<file path="src/rtl/adder_arbiter_pkg.sv">
// Shared constants, FSM encoding and operand bundle for the two-port adder arbiter.
// No logic; imported by the arbiter and the adder.
package adder_arbiter_pkg;

  localparam int DATA_W = 8;
  localparam int RES_W  = DATA_W + 1;

  typedef enum logic [1:0] {
    IDLE = 2'd0,
    CALC = 2'd1,
    DONE = 2'd2
  } state_e;

  localparam logic REQ0 = 1'b0;
  localparam logic REQ1 = 1'b1;

  typedef struct packed {
    logic [DATA_W-1:0] a;
    logic [DATA_W-1:0] b;
    logic              sel;
  } op_t;

endpackage

</file>
<file path="src/rtl/adder_arbiter_adder.sv">
// Shared 8-bit add/subtract unit: A two's complement, B sign-magnitude, 9-bit result.
// Latency: combinational; backpressure: none.
module adder_arbiter_adder
  import adder_arbiter_pkg::*;
(
  input  logic [DATA_W-1:0] a_in,
  input  logic [DATA_W-1:0] b_in,
  input  logic              sel_in,
  output logic [RES_W-1:0]  rez_out
);

  logic [DATA_W-1:0] c;
  logic [RES_W-1:0]  a_ext;
  logic [RES_W-1:0]  c_ext;

  always_comb begin
    // Negative sign-magnitude B becomes its two's complement; 0x80 folds to zero.
    c = b_in;
    if (b_in[DATA_W-1]) begin
      c = {1'b1, ~b_in[DATA_W-2:0]} + 8'd1;
    end
    a_ext   = {a_in[DATA_W-1], a_in};
    c_ext   = {c[DATA_W-1], c};
    rez_out = sel_in ? (a_ext - c_ext) : (a_ext + c_ext);
  end

endmodule

</file>
<file path="src/rtl/adder_arbiter.sv">
// Round-robin arbiter sharing one adder between two level requesters; Done strobes per requester.
// Latency: grant edge N -> Rez_out/Done valid after edge N+2; backpressure: none, one op per 3 cycles.
module adder_arbiter
  import adder_arbiter_pkg::*;
#(
  parameter logic PRIO_INIT = REQ0
) (
  input  logic              Clk_in,
  input  logic              Rst_in,
  input  logic              Req0_in,
  input  logic [DATA_W-1:0] A0_in,
  input  logic [DATA_W-1:0] B0_in,
  input  logic              Sel0_in,
  input  logic              Req1_in,
  input  logic [DATA_W-1:0] A1_in,
  input  logic [DATA_W-1:0] B1_in,
  input  logic              Sel1_in,
  output logic              Done0_out,
  output logic              Done1_out,
  output logic              Grant_out,
  output logic              Busy_out,
  output logic [RES_W-1:0]  Rez_out
);

  state_e           state_q, state_d;
  logic             grant_q, grant_d;
  logic             prio_q, prio_d;
  op_t              op_q, op_d;
  logic [RES_W-1:0] rez_q, rez_d;
  logic             done0_q, done0_d;
  logic             done1_q, done1_d;
  logic [RES_W-1:0] adder_rez;
  logic             pick;

  adder_arbiter_adder u_adder (
    .a_in    (op_q.a),
    .b_in    (op_q.b),
    .sel_in  (op_q.sel),
    .rez_out (adder_rez)
  );

  always_comb begin
    pick = REQ0;
    if (Req0_in && Req1_in) begin
      pick = prio_q;
    end else if (Req1_in) begin
      pick = REQ1;
    end
  end

  always_comb begin
    state_d = state_q;
    grant_d = grant_q;
    prio_d  = prio_q;
    op_d    = op_q;
    rez_d   = rez_q;
    done0_d = 1'b0;
    done1_d = 1'b0;
    case (state_q)
      IDLE: begin
        if (Req0_in || Req1_in) begin
          grant_d = pick;
          op_d    = (pick == REQ1) ? '{a: A1_in, b: B1_in, sel: Sel1_in}
                                   : '{a: A0_in, b: B0_in, sel: Sel0_in};
          state_d = CALC;
        end
      end
      CALC: begin
        rez_d   = adder_rez;
        state_d = DONE;
      end
      DONE: begin
        // Strobe is registered so it lands in the cycle after the DONE edge.
        done0_d = (grant_q == REQ0);
        done1_d = (grant_q == REQ1);
        prio_d  = ~grant_q;
        state_d = IDLE;
      end
      default: state_d = IDLE;
    endcase
  end

  always_ff @(posedge Clk_in) begin
    if (Rst_in) begin
      state_q <= IDLE;
      grant_q <= REQ0;
      prio_q  <= PRIO_INIT;
      op_q    <= '0;
      rez_q   <= '0;
      done0_q <= 1'b0;
      done1_q <= 1'b0;
    end else begin
      state_q <= state_d;
      grant_q <= grant_d;
      prio_q  <= prio_d;
      op_q    <= op_d;
      rez_q   <= rez_d;
      done0_q <= done0_d;
      done1_q <= done1_d;
    end
  end

  assign Done0_out = done0_q;
  assign Done1_out = done1_q;
  assign Grant_out = grant_q;
  assign Busy_out  = (state_q != IDLE);
  assign Rez_out   = rez_q;

endmodule

</file>
<file path="config.mk">
export PLATFORM = sky130hd
export DESIGN_NAME = adder_arbiter
export DESIGN_NICKNAME = d
export VERILOG_FILES = /design/src/rtl/adder_arbiter_pkg.sv /design/src/rtl/adder_arbiter_adder.sv /design/src/rtl/adder_arbiter.sv
export SDC_FILE = /design/constraint.sdc
export NUM_CORES = 1
export LEC_CHECK = 0
export ABC_AREA = 1
export BUFFER_PORTS_ARGS = -buffer_cell sky130_fd_sc_hd__clkbuf_2
export CORE_AREA = 2 2 74 76
export DETAILED_ROUTE_END_ITERATION = 10
export DIE_AREA = 0 0 76 78
export HOLD_SLACK_MARGIN = 0.06
export PLACE_DENSITY_LB_ADDON = 0.08
export REMOVE_ABC_BUFFERS = 1
export SLEW_MARGIN = 0
export SYNTH_ARGS = -nofsm -noshare
export SYNTH_HDL_FRONTEND = slang
export SYNTH_SLANG_ARGS = --single-unit
</file>
<file path="constraint.sdc">
create_clock -name Clk_in -period 3.6 [get_ports Clk_in]
set_input_delay 0.72 -clock Clk_in [delete_from_list [all_inputs] [get_ports Clk_in]]
set_output_delay 0.72 -clock Clk_in [all_outputs]
set_load 0.02 [all_outputs]
</file>
==> metrics.md <==
| Metric | Value |
|---|---|
| Status | finished, final reports clean |
| Die width | 76 um |
| Pin count of the biggest net entering global routing | 35 |
| Slowest stage cell, crit path | dfxtp_1 |
| Grt ovf | 0 |
| Cells after Synth | 288 |
| Vias in the first global route | 1,727 |
| Top cells by area, synth | dfxtp_1 32%, nand2_1 12%, inv_1 6.6%, o21ai_0 6.5%, ha_1 6.3% |
| Worst Tran Pin Value | 833.3 ps |
| Syn Area/Cell | 6.921 sq um |
| Bufs on Longest Clock Path | 2 |
| Hpwl dp | 3163 um |
| Flop-to-flop setup slack | 640 ps |
| FF-to-FF Start | op_q[1]$_SDFFE_PP0P_ |
| Min setup slack post-route | 644.1 ps |
| Starting density of the core | 0.3953 |
| Post-CTS Hold Fix Bufs | 0 |
| Drt total wl | 4063 um |
| I/O pin count | 51 |
| R2r endpoint | Rez_out[8]$_SDFFE_PP0N_ |
| Die Span Y | 78 um |
| Clock root buffer | clkbuf_8 |
| Slew HR | 0.4438 |
| GRT Total Usage | 0.1519 |
| Post-route DRC | 0 |
| Final TNS setup | 0 ps |
| First-pass GRT wire length | 7452 um |
| Seq/Total Area, Yosys | 0.3214 |
| Worst-skew pair later-pin latency | 280 ps |
| Netlist cell types | 32 |
| DR vias | 1,887 |
| CTS resizes | 0 |
| Core Area | 5042 sq um |
| Site Rows | 26 |
| Initial antenna violation count | 0 |
| Placer Congestion | 0.7972 |
| Area leader, netlist | dfxtp_1 |
| Number of vias per cell | 4.648 |
| CP Launch Type | flip-flop |
| RSZ-0062 raised after global routing | no |
| Die ar. | 5928 sq um |
| Max FO, Critical Path | 5 |
| Port Buf Inserts | 50 |
| Most frequent cells in the layout | 63 x nand2_1, 50 x clkbuf_2, 35 x inv_1 |
| CP required | 3780 ps |
| Layout Nets | 384 |
| N_diodes | 0 |
| Synthesized cell area | 1993 sq um |
| Total CTS buffers | 5 |
| Top-area cell type share of the netlist area | 0.3214 |
| Maximum VDD drop | 171.3 uV |
| Max_cap viols | 0 |
| Worst EP arrival | 3140 ps |
| Worst slack, placed | 636.9 ps |
| Clock sinks | 32 |
| Hold Vio Cnt, Final | 0 |
| Most used cell along the critical path | inv_1 |
| Worst path max stage delay | 390 ps |
| Synthesis-to-layout area growth | 20.46% |
| Hold path startpoint | Grant_out$_SDFFE_PP0P_ |
| Fin crit share | 0.8211 |
| Fin Clk Skew | 5.658 ps |
| Critical path endpoint category | flip-flop |
| Post-route antenna net violation count | 0 |
| CTS clock-pin slew for the worst setup and hold paths | 70 ps |
| Power Density | 541.8 nW/um^2 |
| DRT Pass-1 Iters | 4 |
| Commonest non-fill, non-tap cell in the layout | nand2_1 |
| Final count of pins violating max slew | 0 |
| Setup CP Type | reg -> reg |
| Wire per inst | 10.01 um |
| Critical Path, Cell by Cell | inv_1 -> ha_1 -> inv_1 -> nand2_1 -> xor2_2 -> nand2_1 -> nor3_1 -> a21oi_1 -> xor2_1 -> inv_1 -> ha_1 -> nand2_1 -> o31ai_1 -> inv_1 -> nand3_1 -> nand3_1 -> nand2_1 -> inv_1 |
| Final Critical Period | 2956 ps |
| # setup viols final | 0 |
| Hold EP | Done0_out$_SDFF_PP0_ |
| LEAKAGE | 1.202 nW |
| YS warnings | 0 |
| Setup Buffers After CTS | 0 |
| Hold Path Class | reg -> reg |
| Fmax | 338.3 MHz |
| 1st-iter DRT viols | 37 |
| Synth Register Bits | 32 |
| Depth of the worst register-to-register path | 18 |
| CTS tree | yes |
| H-tree levels | 2 |
| Hold Path Stages | 1 |
| Share of post-route cells with drive strength above 1 | 0.2173 |
==> metrics by stage <==
| step | power (W) | cell area (sq um) | hold slack [ps] | instances | util |
|---|---|---|---|---|---|
| after floorplan | 0.0008491 | 1944 | 460.0 | 277 | - |
| after global placement | 0.0009646 | 2290 | 447.4 | 398 | 0.4541 |
| after detailed placement | 0.0009708 | 2290 | 447.1 | 398 | 0.4541 |
| after CTS | 0.001318 | 2401 | 458.7 | 406 | 0.4762 |
| after global routing | 0.001420 | 2401 | 496.5 | 406 | 0.4762 |
| final | 0.001301 | 2401 | 459.7 | 406 | 0.4762 |
==> cell families (layout without fill, tap and decap cells) <==
family | Yosys count | count (layout) | synth area share
simple gates | 120 | 120 | 0.2706
fa+ha+maj | 11 | 11 | 0.07282
flops | 32 | 32 | 0.3214
xor+xnor | 14 | 14 | 0.06529
buf+inv | 47 | 95 | 0.09228
compound gates | 64 | 64 | 0.1777
==> state kept, by name, indices dropped and copies added (netlist names) <==
register	cells
Done0_out	1
Done1_out	1
Grant_out	1
Rez_out	9
op_q	17
prio_q	1
state_q	2
==> worst max path at each step <==
stage	start	to	slack, ps	cells after the start
detailed placement	op_q[1]$_SDFFE_PP0P_	Rez_out[8]$_SDFFE_PP0N_	640	18
floorplan	op_q[1]$_SDFFE_PP0P_	Rez_out[8]$_SDFFE_PP0N_	990	18
global placement	op_q[1]$_SDFFE_PP0P_	Rez_out[8]$_SDFFE_PP0N_	720	18
CTS	op_q[1]$_SDFFE_PP0P_	Rez_out[8]$_SDFFE_PP0N_	600	18
finish	op_q[1]$_SDFFE_PP0P_	Rez_out[8]$_SDFFE_PP0N_	640	18
global route	op_q[1]$_SDFFE_PP0P_	Rez_out[8]$_SDFFE_PP0N_	300	18
==> cell usage after synthesis, drive strengths merged <==
library cell / n
nand2: 70
inv: 35
nor2: 33
dfxtp: 32
o21ai: 31
a31oi: 18
xor2: 12
a21oi: 11
nand3: 11
ha: 10
clkbuf: 8
buf: 3
nand3b: 3
nor3: 2
xnor2: 2
a31o: 1
clkinv: 1
fa: 1
nand4: 1
o211ai: 1
o21a: 1
o31ai: 1
==> per-layer routing <==
metal	wire, um	up-vias	GRT usage
met1	2002	812	0.1846
met2	1844	36	0.2589
met5	0	-	0
met3	167	5	0.04302
met4	48	0	0.05091
li1	-	1034	-
==> report_power, final <==
| part | internal, W | total [W] | switching [W] |
|---|---|---|---|
| registers | 0.000395 | 0.000430 | 0.0000347 |
| logic | 0.000213 | 0.000529 | 0.000315 |
| clock network | 0.000205 | 0.000342 | 0.000138 |
==> area by class of cell <==
class                           instances  area [sq um]
Tap cell                               70         87.58
Clock buffer                            5         68.82
Fill cell                             566          2641
Sequential cell                        32         640.6
Clock inverter                          3         42.54
Timing Repair Buffer                   51         257.7
Multi-Input combinational cell        209          1169
Inverter                               36         135.1
==> critical path, delay by kind of cell, from the launching register on <==
| kind | cells | cell delay [ps] |
|---|---|---|
| AOI/OAI and AO/OA | 2 | 450 |
| xor gates and xnor gates | 2 | 370 |
| adders and majority gates | 2 | 560 |
| buffers and inverters | 5 | 350 |
| DFF | 1 | 390 |
| and+or+nand+nor | 7 | 740 |
Power figures use the tool's default switching activity.
